File: config.mk
export PLATFORM = sky130hd
export DESIGN_NAME = tmds_link_ctrl
export DESIGN_NICKNAME = d
export VERILOG_FILES = /design/src/rtl/tmds_link_ctrl_pkg.sv /design/src/rtl/xd_sync_2ff.sv /design/src/rtl/tmds_link_ctrl.sv
export SDC_FILE = /design/constraint.sdc
export NUM_CORES = 1
export LEC_CHECK = 0
export CAP_MARGIN = 5
export CORE_ASPECT_RATIO = 0.9
export CORE_MARGIN = 3
export CORE_UTILIZATION = 50
export CTS_CLUSTER_SIZE = 10
export DETAILED_ROUTE_END_ITERATION = 10
export HOLD_SLACK_MARGIN = 0.06
export PLACE_DENSITY = 0.73
export REMOVE_ABC_BUFFERS = 1
export SLEW_MARGIN = 10
export SYNTH_ARGS = -nofsm -noshare
export SYNTH_HDL_FRONTEND = slang
export SYNTH_HIERARCHICAL = 1
export SYNTH_SLANG_ARGS = --single-unit
File: constraint.sdc
create_clock -name clk_pix -period 1.89 [get_ports clk_pix]
set_input_delay 0.378 -clock clk_pix [delete_from_list [all_inputs] [get_ports clk_pix]]
set_output_delay 0.378 -clock clk_pix [all_outputs]
set_load 0.03 [all_outputs]
File: src/rtl/tmds_link_ctrl_pkg.sv
// Shared constants and helpers for the TMDS link bring-up sequencer.
package tmds_link_ctrl_pkg;

  // The lock-loss debug counter stops at this value.
  localparam logic [7:0] LOSS_CNT_MAX = 8'hFF;

  // Width of a counter that must hold values up to n.
  // Never returns 0, so a parameter of 0 still yields a legal 1-bit vector.
  function automatic int cnt_width(input int n);
    return (n < 1) ? 1 : $clog2(n + 1);
  endfunction

endpackage

File: src/rtl/xd_sync_2ff.sv
// Generic two-flop synchronizer for a single asynchronous level signal.
module xd_sync_2ff (
  input  logic clk,
  input  logic rst_n,
  input  logic d,
  output logic q
);

  logic meta;

  // Two back-to-back flops give the first stage a full cycle to resolve metastability.
  always_ff @(posedge clk) begin
    if (!rst_n) begin
      meta <= 1'b0;
      q    <= 1'b0;
    end else begin
      meta <= d;
      q    <= meta;
    end
  end

endmodule

File: src/rtl/tmds_link_ctrl.sv
// Bring-up and supervision sequencer for the TMDS output path.
// Waits for a stable clock lock, holds the serializers in reset, forces
// control symbols for a few frames, then lets encoder data through.
// Any lock loss outside IDLE drops the link back and is counted for debug.
module tmds_link_ctrl
  import tmds_link_ctrl_pkg::*;
#(
  parameter int LOCK_CYCLES   = 8,
  parameter int RST_CYCLES    = 16,
  parameter int SETTLE_FRAMES = 2
) (
  input  logic       clk_pix,
  input  logic       rst_pix_n,
  input  logic       clk_lock,
  input  logic       frame_start,
  output logic       ser_rst,
  output logic       ctrl_only,
  output logic       link_up,
  output logic [7:0] lock_loss_cnt
);

  localparam logic [1:0] ST_IDLE   = 2'd0;
  localparam logic [1:0] ST_RESET  = 2'd1;
  localparam logic [1:0] ST_SETTLE = 2'd2;
  localparam logic [1:0] ST_ACTIVE = 2'd3;

  localparam int LOCK_W = cnt_width(LOCK_CYCLES);
  localparam int RST_W  = cnt_width(RST_CYCLES);
  localparam int FRM_W  = cnt_width(SETTLE_FRAMES);

  // Terminal values: each counter is compared against its last value so
  // the transition happens on the N-th qualifying edge.
  localparam logic [LOCK_W-1:0] LOCK_LAST = LOCK_W'(LOCK_CYCLES - 1);
  localparam logic [RST_W-1:0]  RST_LAST  = RST_W'(RST_CYCLES - 1);
  localparam logic [FRM_W-1:0]  FRM_LAST  =
    FRM_W'((SETTLE_FRAMES > 0) ? SETTLE_FRAMES - 1 : 0);

  logic              lock_s;
  logic [1:0]        state;
  logic [LOCK_W-1:0] lock_cnt;
  logic [RST_W-1:0]  rst_cnt;
  logic [FRM_W-1:0]  frm_cnt;

  xd_sync_2ff u_lock_sync (
    .clk   (clk_pix),
    .rst_n (rst_pix_n),
    .d     (clk_lock),
    .q     (lock_s)
  );

  // Sequencer, its three counters and outputs decoded from the state being entered.
  always_ff @(posedge clk_pix) begin
    if (!rst_pix_n) begin
      state         <= ST_IDLE;
      lock_cnt      <= '0;
      rst_cnt       <= '0;
      frm_cnt       <= '0;
      ser_rst       <= 1'b1;
      ctrl_only     <= 1'b1;
      link_up       <= 1'b0;
      lock_loss_cnt <= '0;
    end else if ((state != ST_IDLE) && !lock_s) begin
      state     <= ST_IDLE;
      lock_cnt  <= '0;
      rst_cnt   <= '0;
      frm_cnt   <= '0;
      ser_rst   <= 1'b1;
      ctrl_only <= 1'b1;
      link_up   <= 1'b0;
      if (lock_loss_cnt != LOSS_CNT_MAX) begin
        lock_loss_cnt <= lock_loss_cnt + 8'd1;
      end
    end else begin
      case (state)
        ST_IDLE: begin
          ser_rst   <= 1'b1;
          ctrl_only <= 1'b1;
          link_up   <= 1'b0;
          if (lock_s) begin
            if (lock_cnt == LOCK_LAST) begin
              state    <= ST_RESET;
              lock_cnt <= '0;
            end else begin
              lock_cnt <= lock_cnt + 1'b1;
            end
          end else begin
            lock_cnt <= '0;
          end
        end

        ST_RESET: begin
          if (rst_cnt == RST_LAST) begin
            state     <= ST_SETTLE;
            rst_cnt   <= '0;
            ser_rst   <= 1'b0;
            ctrl_only <= 1'b1;
            link_up   <= 1'b0;
          end else begin
            rst_cnt <= rst_cnt + 1'b1;
          end
        end

        ST_SETTLE: begin
          if (SETTLE_FRAMES == 0) begin
            state     <= ST_ACTIVE;
            ser_rst   <= 1'b0;
            ctrl_only <= 1'b0;
            link_up   <= 1'b1;
          end else if (frame_start) begin
            if (frm_cnt == FRM_LAST) begin
              state     <= ST_ACTIVE;
              frm_cnt   <= '0;
              ser_rst   <= 1'b0;
              ctrl_only <= 1'b0;
              link_up   <= 1'b1;
            end else begin
              frm_cnt <= frm_cnt + 1'b1;
            end
          end
        end

        ST_ACTIVE: begin
          ser_rst   <= 1'b0;
          ctrl_only <= 1'b0;
          link_up   <= 1'b1;
        end

        default: begin
          state     <= ST_IDLE;
          lock_cnt  <= '0;
          rst_cnt   <= '0;
          frm_cnt   <= '0;
          ser_rst   <= 1'b1;
          ctrl_only <= 1'b1;
          link_up   <= 1'b0;
        end
      endcase
    end
  end

endmodule

* After elaboration in Yosys (flattened, before gate mapping) *
Index checks and enable logic that the tools add are counted.

operators by class
  add/sub/neg operators = 4
  equality and inequality tests = 12
  multiplexer cells = 19
  bitwise operators = 1
  reduce and logical (&&, ||, !) cells = 10

operators by type and width
  cell                                                    count
  two-way mux 2 bit                                       6
  case mux 1 bit (4 select lines)                         3
  adder 8 x 1 -> 8 bit (second input constant)            1
  two-way mux 4 bit                                       2
  inequality test 2 bit (second input constant)           4
  inequality test 8 bit (second input constant)           1
  two-way mux 1 bit                                       6
  case mux 2 bit (3 select lines)                         1
  AND reduction 6 bit                                     1
  adder 5 x 1 -> 5 bit (second input constant)            1
  == test 5 x 4 -> 1 bit (second input constant)          1
  two-way mux 5 bit                                       1
  adder 4 x 1 -> 4 bit (second input constant)            1
  == test 2 x 1 -> 1 bit (second input constant)          2
  == test 2 bit (second input constant)                   2
  == test 4 x 3 -> 1 bit (second input constant)          1
  AND reduction 2 bit                                     2
  AND reduction 3 bit                                     1
  nonzero test 3 bit                                      1
  adder 2 x 1 -> 2 bit (second input constant)            1
  logical NOT 2 bit                                       1
  inequality test 2 x 1 -> 1 bit (second input constant)  1
  nonzero test 2 bit                                      1
  OR reduction 2 bit                                      1
  3 further kinds                                         3

word-level totals
  register bits after elaboration = 26
  input bits = 4
  output and inout bits = 11
  word-level logic and storage cells = 56

* Longest topological paths before layout *
Gate-level depths: netlist of the first run.

  depth in word-level cells = 4
  gate-level depth with buffers = 8
  mapped depth without buffers = 6

* Modules after synthesis *
Netlist of the first run, hierarchy kept.

modules (own cells, without submodules)
  module          times used  cells an instance  area an instance (um2)  seq. area each (um2)
  tmds_link_ctrl  1           126                1221.2                  480.5
  xd_sync_2ff     1           4                  52.6                    40.0

* Worst setup path before layout of the first run *
Ideal clock, no wire load.

  kind = reg2reg
  start = register lock_loss_cnt[0]
  end = register lock_loss_cnt[4]
  setup time = 0.115 ns
  arrival time = 1.485 ns
  data required time = 1.775 ns
  path slack = 0.290 ns
  cell stages (with the launch flop) = 6
  buffers on the path = 0
  period minus slack after synthesis = 1.600 ns
  cell sequence = dfxtp_1 -> ha_1 -> and4bb_1 -> o211ai_1 -> xnor2_1 -> and2_1

between the ends
  longest elaborated chain between the ends = 2
  elaborated cells on any way between the ends = 3
  classes of those cells = add/sub (1); eq/ne (1); reduce/logical (1)

RTL lines
  element                                                                       RTL line              source
  start: declaration                                                            tmds_link_ctrl.sv:19  output logic [7:0] lock_loss_cnt
  start signal: assignment                                                      tmds_link_ctrl.sv:71  lock_loss_cnt <= lock_loss_cnt + 8'd1;
  parallel branches: the longest is 2 deep, another holds adder 8 x 1 -> 8 bit  --

Several ways; the timed one is not identified.
A chain may end at the register's enable or synchronous reset.

* Worst setup path after layout of the first run *
  start = register lock_loss_cnt[2]
  end = output lock_loss_cnt[2]

No word-level cell between the ends.

==> reports/qor.yml, run 1 <==
pin_count_of_the_biggest_net_entering_global_routing: 16
endpoint: "lock_loss_cnt[2]"
cts_num_sinks: 26
synthesized_area_fraction_occupied_by_ao_oa_aoi_and_oai_cells_pct: 12.2
wire_length_of_the_first_global_routing_pass_um: 4070
max-slew-margin-rel_pct: 70.2
number_of_buffers_added_for_setup_after_cts: 0
floorplan.rows: 16
wl_per_cell_um: 13.7
boundary_pins: 15
finalWeightedCongestion: 0.821
path_depth: 1
synth_simple_gate_area_share_pct: 26.5
routed_via_density: 5.73
numCtsBuffers: 3
critical_path.startpoint_type: "flip-flop"
timing.hold.worst.class: "flip-flop to flip-flop"
cp-end-kind: "primary output"
worst_r2r_endpoint: "state[0]"
worst_r2r_path_depth: 7
combinational_family_with_the_most_area_after_synthesis: "simple AND/OR/NAND/NOR gates"
final.min_clock_period_ns: 1.83
fmax_mhz: 548
clk_pin_slew_ns: 0.13
fin_setup_tns_ns: 0
ant_nets: 0
cts_root_buffer: "sky130_fd_sc_hd__clkbuf_4"
synth_fa_ha_area_share_pct: 8.84
critical_path.slowest_cell: "sky130_fd_sc_hd__clkdlybuf4s50_1"
cts_hold_repair.buffers: 0
layout_common_cells: "sky130_fd_sc_hd__dfxtp_1 (26), sky130_fd_sc_hd__nand2_1 (11), sky130_fd_sc_hd__nor2_1 (9), sky130_fd_sc_hd__clkdlybuf4s50_1 (9), sky130_fd_sc_hd__ha_1 (8)"
final_common_cell: "sky130_fd_sc_hd__dfxtp_1"
cts_max_level: 1
fillers: 199
synthArstFlopShare_pct: 0
cp_class: "flip-flop to primary output"
r2r-start: "state[0]"
die_span_x_um: 59.2
synth_area_per_cell_um2: 9.80
die_h_um: 53.9
finalClockSkew_ns: 0.00291
max_stage_delay_ns: 0.71
synth_edf_count: 0
worstPathRequired_ns: 1.51
port_buffers: 14
worst_slew_pin_slew_ns: 0.444
synth_flop_type: "sky130_fd_sc_hd__dfxtp_1"
vias: 997
drcViolationCount: 0
fp.coreArea_um2: 2300
detail_route.first_pass.iterations: 3
clock_insertion_delay_worst_skew_ns: 0.32
gr_overflow_total: 0
worstPathBufferInverterCount: 1
synth_xor_area_share_pct: 3.44
finalCritPeriodShare_pct: 96.6
synth_sequential_area_ratio_pct: 40.9
clock_path_buffers: 2
netlist-cell-type-count: 43
critPathTopFamily: "buffers and inverters"
flow.area_growth_from_synthesis_pct: 17.7
final_layout_net_count: 161
synthesis.yosys.warnings: 6
route.final.wire_length_um: 2390
start_util_pct: 55.3
synth.ff_latch_count: 26
status: "finished, final reports clean"
final_layout_size_suffix_gt1_share_pct: 12.2
grt_antenna_before_repair: 0
report.final.setup_viol: 0
holdWs_ns: 0.444
power_density_nw_per_um2: 636
worst_ep_arrival_time_ns: 1.45
grt_setup_unrepaired: "false"
worst-r2r-setup-slack_ns: 0.25
synth_cells: 130
critPathLaunch: "lock_loss_cnt[2]"
crit_fanout: 6
finalMaxSlewViolations: 0
gr-usage-all-layers_pct: 16.9
power.ir.vdd_worst_uv: 564
max-cap-violations: 0
muxShareOfSynthArea_pct: 4.81
detailedPlacementHpwl_um: 1760
static-leakage-power_nw: 0.679
tritoncts: "built"
antenna_cells_inserted: 0
cp_cell_sequence: "clkdlybuf4s50_1"
grt_pass1_vias: 953
drt-initial-drc-count: 42
post_synth_instance_area_um2: 1270
dieArea_um2: 3190
timing.final.hold_violations: 0
## Yosys cell counts, types with 2 or more instances
library cell / count / area (µm²)
sky130_fd_sc_hd__xor2_1: 3 / 26.3
sky130_fd_sc_hd__ha_1: 9 / 113
sky130_fd_sc_hd__xnor2_1: 2 / 17.5
sky130_fd_sc_hd__a21oi_1: 7 / 35.0
sky130_fd_sc_hd__nor3b_1: 2 / 15.0
sky130_fd_sc_hd__nand4_1: 4 / 25.0
sky130_fd_sc_hd__and4_1: 2 / 17.5
sky130_fd_sc_hd__inv_1: 5 / 18.8
sky130_fd_sc_hd__nor2_1: 9 / 33.8
sky130_fd_sc_hd__and2_1: 5 / 31.3
sky130_fd_sc_hd__mux2i_1: 5 / 50.1
sky130_fd_sc_hd__o21ai_0: 4 / 20.0
sky130_fd_sc_hd__nand3_1: 7 / 35.0
sky130_fd_sc_hd__dfxtp_1: 26 / 521
sky130_fd_sc_hd__and3_1: 2 / 12.5
sky130_fd_sc_hd__nand2_1: 11 / 41.3
## how the worst min path moves through the flow
| stage | startpoint | to | slack, ns | cells after the start |
|---|---|---|---|---|
| floorplan | u_lock_sync/meta | u_lock_sync/q | 0.41 | 1 |
| global placement | u_lock_sync/meta | u_lock_sync/q | 0.42 | 1 |
| detailed placement | u_lock_sync/meta | u_lock_sync/q | 0.42 | 1 |
| CTS | u_lock_sync/meta | u_lock_sync/q | 0.45 | 1 |
| global route | u_lock_sync/meta | u_lock_sync/q | 0.47 | 1 |
| finish | u_lock_sync/meta | u_lock_sync/q | 0.44 | 1 |
## metal layers
| metal | wire length [µm] | GRT usage, % | vias up | share of wire (%) |
|---|---|---|---|---|
| li1 | - | - | 501 | - |
| met1 | 1130 | 20.9 | 484 | 47 |
| met2 | 1170 | 28.9 | 10 | 49 |
| met3 | 71 | 4.32 | 2 | 3.0 |
| met4 | 20 | 5.28 | 0 | 0.84 |
| met5 | 0 | 0 | - | 0 |
## flip-flops by register name, summed over array words and instances (netlist names)
name,flops
lock_cnt,4
u_lock_sync/meta,1
state,2
rst_cnt,5
ctrl_only,1
lock_loss_cnt,8
frm_cnt,2
u_lock_sync/q,1
link_up,1
ser_rst,1
## through the flow
stage / utilization, % / area, µm² / worst slack (ns) / total power, mW / cells
2_1_floorplan: - / 1250 / 0.290 / 0.573 / 127
3_3_place_gp: 62.5 / 1440 / 0.249 / 0.589 / 170
3_5_place_dp: 62.5 / 1440 / 0.165 / 0.590 / 170
4_1_cts: 64.7 / 1490 / 0.00170 / 0.972 / 174
5_1_grt: 65.1 / 1500 / 0.000679 / 0.996 / 174
6_report: 65.1 / 1500 / 0.0649 / 0.953 / 174
## final cells by class
class                      count  area [µm²]  share of cell area, %
multi-input combinational     96         713                   47.6
sequential                    26         520                   34.7
timing repair buffer          16         160                   10.7
tap                           27        33.8                   2.25
clock inverter                 1        30.0                   2.00
clock buffer                   3        22.5                   1.50
inverter                       5        18.8                   1.25
## repair_timing
action | in CTS | in global routing
hold endpoints to repair | 0 | 0
endpoints found under the setup margin | 2 | 10
gates resized for setup | 2 | 5
## report_power, final
part / total (mW) / switching (mW) / leakage (nW) / internal, mW
sequential: 0.553 / 0.00237 / 0.210 / 0.551
clock: 0.374 / 0.160 / 0.0279 / 0.214
combinational: 0.0253 / 0.0122 / 0.442 / 0.0132
total: 0.953 / 0.175 / 0.679 / 0.778
## cell families (layout without fill, tap and decap cells)
logic type      count (synthesis)  count (layout)
compound gates                 21              21
xor+xnor                        5               5
fa+ha+maj                       9               9
buf+inv                         8              25
flops                          26              26
mux                             6               6
simple gates                   55              55
Power figures use the tool's default switching activity.
==> run 2: changes to the inputs <==
--- a/config.mk
+++ b/config.mk
@@ -5,7 +5,7 @@
 export SDC_FILE = /design/constraint.sdc
 export NUM_CORES = 1
 export LEC_CHECK = 0
-export CAP_MARGIN = 5
+export CAP_MARGIN = 0
 export CORE_ASPECT_RATIO = 0.9
 export CORE_MARGIN = 3
 export CORE_UTILIZATION = 50
==> results of run 2 <==
Final layout, timing and power as in run 1 (identical DEF).
==> run 3: changes to the inputs <==
--- a/config.mk
+++ b/config.mk
@@ -14,7 +14,6 @@
 export HOLD_SLACK_MARGIN = 0.06
 export PLACE_DENSITY = 0.73
 export REMOVE_ABC_BUFFERS = 1
-export SLEW_MARGIN = 10
 export SYNTH_ARGS = -nofsm -noshare
 export SYNTH_HDL_FRONTEND = slang
 export SYNTH_HIERARCHICAL = 1
==> results of run 3 <==
Final layout, timing and power as in run 1 (identical DEF).
==> patch 1, RTL diff (config.mk and constraints of run 1) <==
The parameter `RST_CYCLES` goes from 16 to 18.
--- a/src/rtl/tmds_link_ctrl.sv
+++ b/src/rtl/tmds_link_ctrl.sv
@@ -8,3 +8,3 @@
   parameter int LOCK_CYCLES   = 8,
-  parameter int RST_CYCLES    = 16,
+  parameter int RST_CYCLES    = 18,
   parameter int SETTLE_FRAMES = 2
Check against the original RTL: no difference found for any inputs over 10 cycles, from zero or initial values and one cycle with rst_pix_n low; that may be too few to reach the edited logic, so the function may still have changed.
==> patch 1 against run 1 <==
- final area rose by 2.8%
- area after synthesis rose by 3.6%
- clock power fell by 25%
- critical path depth did not move
- power fell by 9.8%
- worst setup slack got worse by 0.0081 ns
- routed wire length rose by 2.1%
- sequential cell count did not move
- register-to-register slack got worse by 0.08 ns
- first-iteration DRC count fell by 60%
- synthesized cell count rose by 4.6%
==> patch 1: results (changes against run 1) <==
<table>
<tr><th>Metric</th><th>Value</th></tr>
<tr><th colspan="2">Run status</th></tr>
<tr><td>Status</td><td>finished, final reports clean</td></tr>
<tr><th colspan="2">Finish</th></tr>
<tr><td># nets final</td><td>169 (+5.0%)</td></tr>
<tr><td>Filler-free cell count of the finished design</td><td>182 (+4.6%)</td></tr>
<tr><td>Fraction of layout instances using a drive strength above 1</td><td>0.104 (-0.0186)</td></tr>
<tr><th colspan="2">Synth</th></tr>
<tr><td>Count of distinct cell types in the synthesized netlist</td><td>38 (-12%)</td></tr>
<tr><td>Ranking of synthesized cells by instance count</td><td>26 x sky130_fd_sc_hd__dfxtp_1, 14 x sky130_fd_sc_hd__nand2_1, 13 x sky130_fd_sc_hd__nor2_1</td></tr>
<tr><td>Sequential element share of the synthesized area</td><td>0.394 (-0.0143)</td></tr>
<tr><td>Top cells by area in the synthesized netlist</td><td>sky130_fd_sc_hd__dfxtp_1 39%, sky130_fd_sc_hd__ha_1 9.5%, sky130_fd_sc_hd__and2_1 4.3%, sky130_fd_sc_hd__nand2_1 4.0%, sky130_fd_sc_hd__nor2_1 3.7%</td></tr>
<tr><td>Synth Flop Type</td><td>sky130_fd_sc_hd__dfxtp_1</td></tr>
<tr><td>Mean area per synthesized cell</td><td>9.71 um2 (-0.94%)</td></tr>
<tr><th colspan="2">Worst setup path</th></tr>
<tr><td>Largest stage delay on the critical path</td><td>0.71 ns (about the same)</td></tr>
<tr><td>Reg-to-reg setup timing slack</td><td>0.17 ns (-0.08 ns)</td></tr>
<tr><td>Largest fanout of any net on the critical path</td><td>5 (-1)</td></tr>
<tr><th colspan="2">Place</th></tr>
<tr><td>HPWL Detailed</td><td>1.84 mm (+4.3%)</td></tr>
<tr><td>Final weighted congestion in routability-driven placement</td><td>0.823 (+0.23%)</td></tr>
<tr><th colspan="2">Power and ir drop</th></tr>
<tr><td>LEAKAGE</td><td>0.000681 uW (+0.18%)</td></tr>
<tr><td>Net Switching</td><td>176 uW (+1.0%)</td></tr>
<tr><td>Largest vdd supply drop</td><td>0.591 mV (+4.7%)</td></tr>
<tr><th colspan="2">Global route</th></tr>
<tr><td>Wire length of the first global-routing pass</td><td>4.29 mm (+5.4%)</td></tr>
<tr><td>Number of global-route vias before repair</td><td>984 (+3.3%)</td></tr>
<tr><td>Maximum number of pins on one net before global-route repair</td><td>15 (-1)</td></tr>
<tr><td>Combined global-route utilization of all metal layers</td><td>0.175 (+0.00565)</td></tr>
<tr><th colspan="2">Detailed routing</th></tr>
<tr><td>Detailed-routing iteration count for the pre-antenna-repair pass</td><td>4 (+1)</td></tr>
<tr><td>Vias per cell</td><td>5.52 (-3.6%)</td></tr>
<tr><td>Violation count after the first detailed-route iteration</td><td>17 (-60%)</td></tr>
<tr><th colspan="2">Timing</th></tr>
<tr><td>Worst hold-check slack</td><td>0.447 ns (+0.00259 ns)</td></tr>
<tr><td>Max transition margin</td><td>0.757 (+0.0550)</td></tr>
<tr><th colspan="2">Clock tree</th></tr>
<tr><td>Deepest clock path buffer count</td><td>2 (unchanged)</td></tr>
</table>
patch 1: changes by cell type in the layout (fill, tap and decap cells not counted), moves of 3 or more:
cell / run 1 / this run
sky130_fd_sc_hd__o21ai_1: 1 / 5
sky130_fd_sc_hd__o21ai_0: 3 / 0
sky130_fd_sc_hd__nor2_1: 9 / 13
sky130_fd_sc_hd__nand2_1: 11 / 14
sky130_fd_sc_hd__and2_1: 5 / 9
sky130_fd_sc_hd__mux2i_1: 5 / 2
sky130_fd_sc_hd__a21oi_1: 7 / 2
patch 1: timing repair:
item                                    CTS  global route
endpoints found under the setup margin    0             4
hold buffers                              0             0
resized for setup                         0             4
patch 1: final cells by class:
cell class                      instances  area, um2
Fill cell                             222        947
Inverter                                5       18.8
Timing Repair Buffer                   18        180
Tap cell                               28       35.0
Multi-Input combinational cell        101        751
Sequential cell                        26        520
Clock buffer                            4       36.3
patch 1: cell families (layout without fill, tap and decap cells):
logic type | after synthesis | after routing | share of synthesized area
compound gates | 24 | 24 | 0.156
mux | 4 | 4 | 0.0322
xor+xnor | 5 | 5 | 0.0332
simple gates | 58 | 58 | 0.252
fa+ha+maj | 10 | 10 | 0.0948
flops | 26 | 26 | 0.394
buf+inv | 9 | 27 | 0.0370
patch 1: worst paths after layout:
check,start,endpoint,cells after the start
worst max-delay path,lock_loss_cnt[5]$_SDFFE_PN0P_,lock_loss_cnt[5],1
worst min-delay path,u_lock_sync/meta$_SDFF_PN0_,u_lock_sync/q$_SDFF_PN0_,1
worst max register to register,state[0]$_SDFFE_PP0P_,lock_loss_cnt[0]$_SDFFE_PN0P_,6
worst min register to register,u_lock_sync/meta$_SDFF_PN0_,u_lock_sync/q$_SDFF_PN0_,1
patch 1: metal layers:
layer  GRT usage  vias to the layer above  wire length, um
met2       0.277                       10             1140
met1       0.218                      470             1180
li1            -                      519                -
met4      0.0627                        0               42
met5           0                        -                0
met3      0.0637                        6               78
patch 1: through the flow:
step	instance area, um2	setup slack, ns
after floorplan	1290	0.310
after global placement	1500	0.245
after detailed placement	1500	0.178
after CTS	1530	0.00523
after global routing	1540	0.00903
final	1540	0.0568
patch 1: power groups by stage:
stage | sequential (uW) | clock, uW | combinational, uW
2_1_floorplan | 564 | 0 | 10.5
3_3_place_gp | 565 | 0 | 27.4
3_5_place_dp | 565 | 0 | 27.5
4_1_cts | 553 | 291 | 27.7
5_1_grt | 554 | 317 | 31.1
6_report | 553 | 279 | 27.7
==> patch 2, RTL diff (settings of run 1) <==
Without the edit above. Add an input register stage for `frame_start`, cleared by the reset; this delays it by one clock.
--- a/src/rtl/tmds_link_ctrl.sv
+++ b/src/rtl/tmds_link_ctrl.sv
@@ -36,2 +36,12 @@
     FRM_W'((SETTLE_FRAMES > 0) ? SETTLE_FRAMES - 1 : 0);
+
+  logic frame_start_q;
+
+  always_ff @(posedge clk_pix) begin
+    if (!rst_pix_n) begin
+      frame_start_q <= '0;
+    end else begin
+      frame_start_q <= frame_start;
+    end
+  end
 
@@ -108,3 +118,3 @@
             link_up   <= 1'b1;
-          end else if (frame_start) begin
+          end else if (frame_start_q) begin
             if (frm_cnt == FRM_LAST) begin
Formal check against the unedited RTL: same outputs for any inputs over 10 cycles, from zero or initial values and one cycle with rst_pix_n low; that may be too few to reach the edited logic, so the function may still have changed.
==> patch 2 against run 1 <==
- non-clock buffer count rose by 1
- clock power decreased by 34%
- sequential cell count rose by 1
- first-iteration DRC count is 48% lower
- worst setup slack worse by 0.00072 ns
- critical path depth is the same
- combinational power grew 13%
- highest routed layer unchanged
- largest power group unchanged
- final area fell by 0.67%
- core utilization grew 0.13 points
- power fell by 10%
- area after synthesis decreased by 0.39%
- routed wire length is 1.2% higher
- largest cell class unchanged
- critical endpoint is now lock_loss_cnt[4]
==> patch 2: results (changes against run 1) <==
<table>
<tr><th>Metric</th><th>Value</th></tr>
<tr><th colspan="2">Timing</th></tr>
<tr><td>Clk_skew</td><td>0.00429 ns (+0.00137 ns)</td></tr>
<tr><td>Worst hold-check slack</td><td>0.443 ns (-0.000961 ns)</td></tr>
<tr><th colspan="2">Run status</th></tr>
<tr><td>Status</td><td>finished, final reports clean</td></tr>
<tr><th colspan="2">Detailed routing</th></tr>
<tr><td>Detailed-routing iteration count for the pre-antenna-repair pass</td><td>4 (+1)</td></tr>
<tr><td>Total detailed-routing wirelength</td><td>2.42 mm (+1.2%)</td></tr>
<tr><td>Vias per cell</td><td>5.52 (-3.6%)</td></tr>
<tr><td>Met3 routed WL</td><td>89 um (+25%)</td></tr>
<tr><td>Met1 wire length</td><td>1.23 mm (+8.9%)</td></tr>
<tr><th colspan="2">Global route</th></tr>
<tr><td>GR Layer Usage met3</td><td>0.0456 (+0.00240)</td></tr>
<tr><td>Global routing usage on met1</td><td>0.232 (+0.0234)</td></tr>
<tr><td>Met2 Track Usage GR</td><td>0.298 (+0.00870)</td></tr>
<tr><td>Number of global-route vias before repair</td><td>981 (+2.9%)</td></tr>
<tr><td>Wire length of the first global-routing pass</td><td>4.34 mm (+6.6%)</td></tr>
<tr><th colspan="2">Worst setup path</th></tr>
<tr><td>Worst reg2reg path depth</td><td>6 (-1)</td></tr>
<tr><td>Largest fanout of any net on the critical path</td><td>5 (-1)</td></tr>
<tr><th colspan="2">Finish</th></tr>
<tr><td>Fraction of layout instances using a drive strength above 1</td><td>0.0993 (-0.0231)</td></tr>
<tr><td># nets final</td><td>165 (+2.5%)</td></tr>
<tr><td>Layout fillers</td><td>204 (+2.5%)</td></tr>
<tr><th colspan="2">Synth</th></tr>
<tr><td>Count of distinct cell types in the synthesized netlist</td><td>40 (-7.0%)</td></tr>
<tr><td>Sequential element share of the synthesized area</td><td>0.426 (+0.0174)</td></tr>
<tr><td>Mean area per synthesized cell</td><td>9.61 um2 (-1.9%)</td></tr>
<tr><td>Top cells by area in the synthesized netlist</td><td>sky130_fd_sc_hd__dfxtp_1 43%, sky130_fd_sc_hd__ha_1 8.9%, sky130_fd_sc_hd__xor2_1 4.1%, sky130_fd_sc_hd__nor2_1 3.8%, sky130_fd_sc_hd__nand3_1 3.2%</td></tr>
<tr><td>Ranking of synthesized cells by instance count</td><td>27 x sky130_fd_sc_hd__dfxtp_1, 13 x sky130_fd_sc_hd__nor2_1, 9 x sky130_fd_sc_hd__ha_1, 9 x sky130_fd_sc_hd__nand2_1, 8 x sky130_fd_sc_hd__nand3_1</td></tr>
<tr><th colspan="2">Place</th></tr>
<tr><td>Pre-CTS setup slack</td><td>0.141 ns (-0.0239 ns)</td></tr>
<tr><td>Final weighted congestion in routability-driven placement</td><td>0.823 (+0.32%)</td></tr>
<tr><th colspan="2">Power and ir drop</th></tr>
<tr><td>Largest vdd supply drop</td><td>0.585 mV (+3.7%)</td></tr>
</table>
## patch 2: cell count changes after synthesis, moves of 2 or more
cell,change
sky130_fd_sc_hd__mux2i_1,-2
sky130_fd_sc_hd__o21ai_0,-2
sky130_fd_sc_hd__xnor2_1,-2
sky130_fd_sc_hd__nor3_1,+3
sky130_fd_sc_hd__a311oi_1,+2
sky130_fd_sc_hd__o21ai_1,+2
sky130_fd_sc_hd__xor2_1,+3
sky130_fd_sc_hd__nor2_1,+4
sky130_fd_sc_hd__nand2_1,-2
sky130_fd_sc_hd__a21oi_1,-3
## patch 2: power by group
part,internal [uW],switching [uW]
combinational,14.3,14.3
sequential,573,3.66
clock,79.5,168
## patch 2: worst paths after layout
kind / to / slack [ns]
setup / recovery: lock_loss_cnt[4] / 0.06
setup reg to reg: lock_loss_cnt[7]$_SDFFE_PN0P_ / 0.13
hold reg to reg: u_lock_sync/q$_SDFF_PN0_ / 0.44
hold / removal: u_lock_sync/q$_SDFF_PN0_ / 0.44
## patch 2: logic make-up (layout without fill, tap and decap cells)
group                      count (synthesis)  after routing  synth area share
and+or+nand+nor                           54             54             0.238
DFF                                       27             27             0.426
AOI/OAI and AO/OA                         24             24             0.144
adders and majority gates                  9              9            0.0888
buffers and inverters                      8             27            0.0296
xor gates and xnor gates                   6              6            0.0414
muxes                                      4              4            0.0325
## patch 2: through the flow
step	power (uW)	instance area [um2]
2_1_floorplan	600	1250
3_3_place_gp	616	1450
3_5_place_dp	617	1450
4_1_cts	861	1480
5_1_grt	890	1490
6_report	853	1490
## patch 2: final cells by class
type,instances,area share
repair buffers,17,0.113
clock buffers,3,0.0151
well taps,27,0.0227
clock inverters,1,0.00336
inverters,6,0.0151
flip-flops and latches,27,0.363
multi-input cells,97,0.468
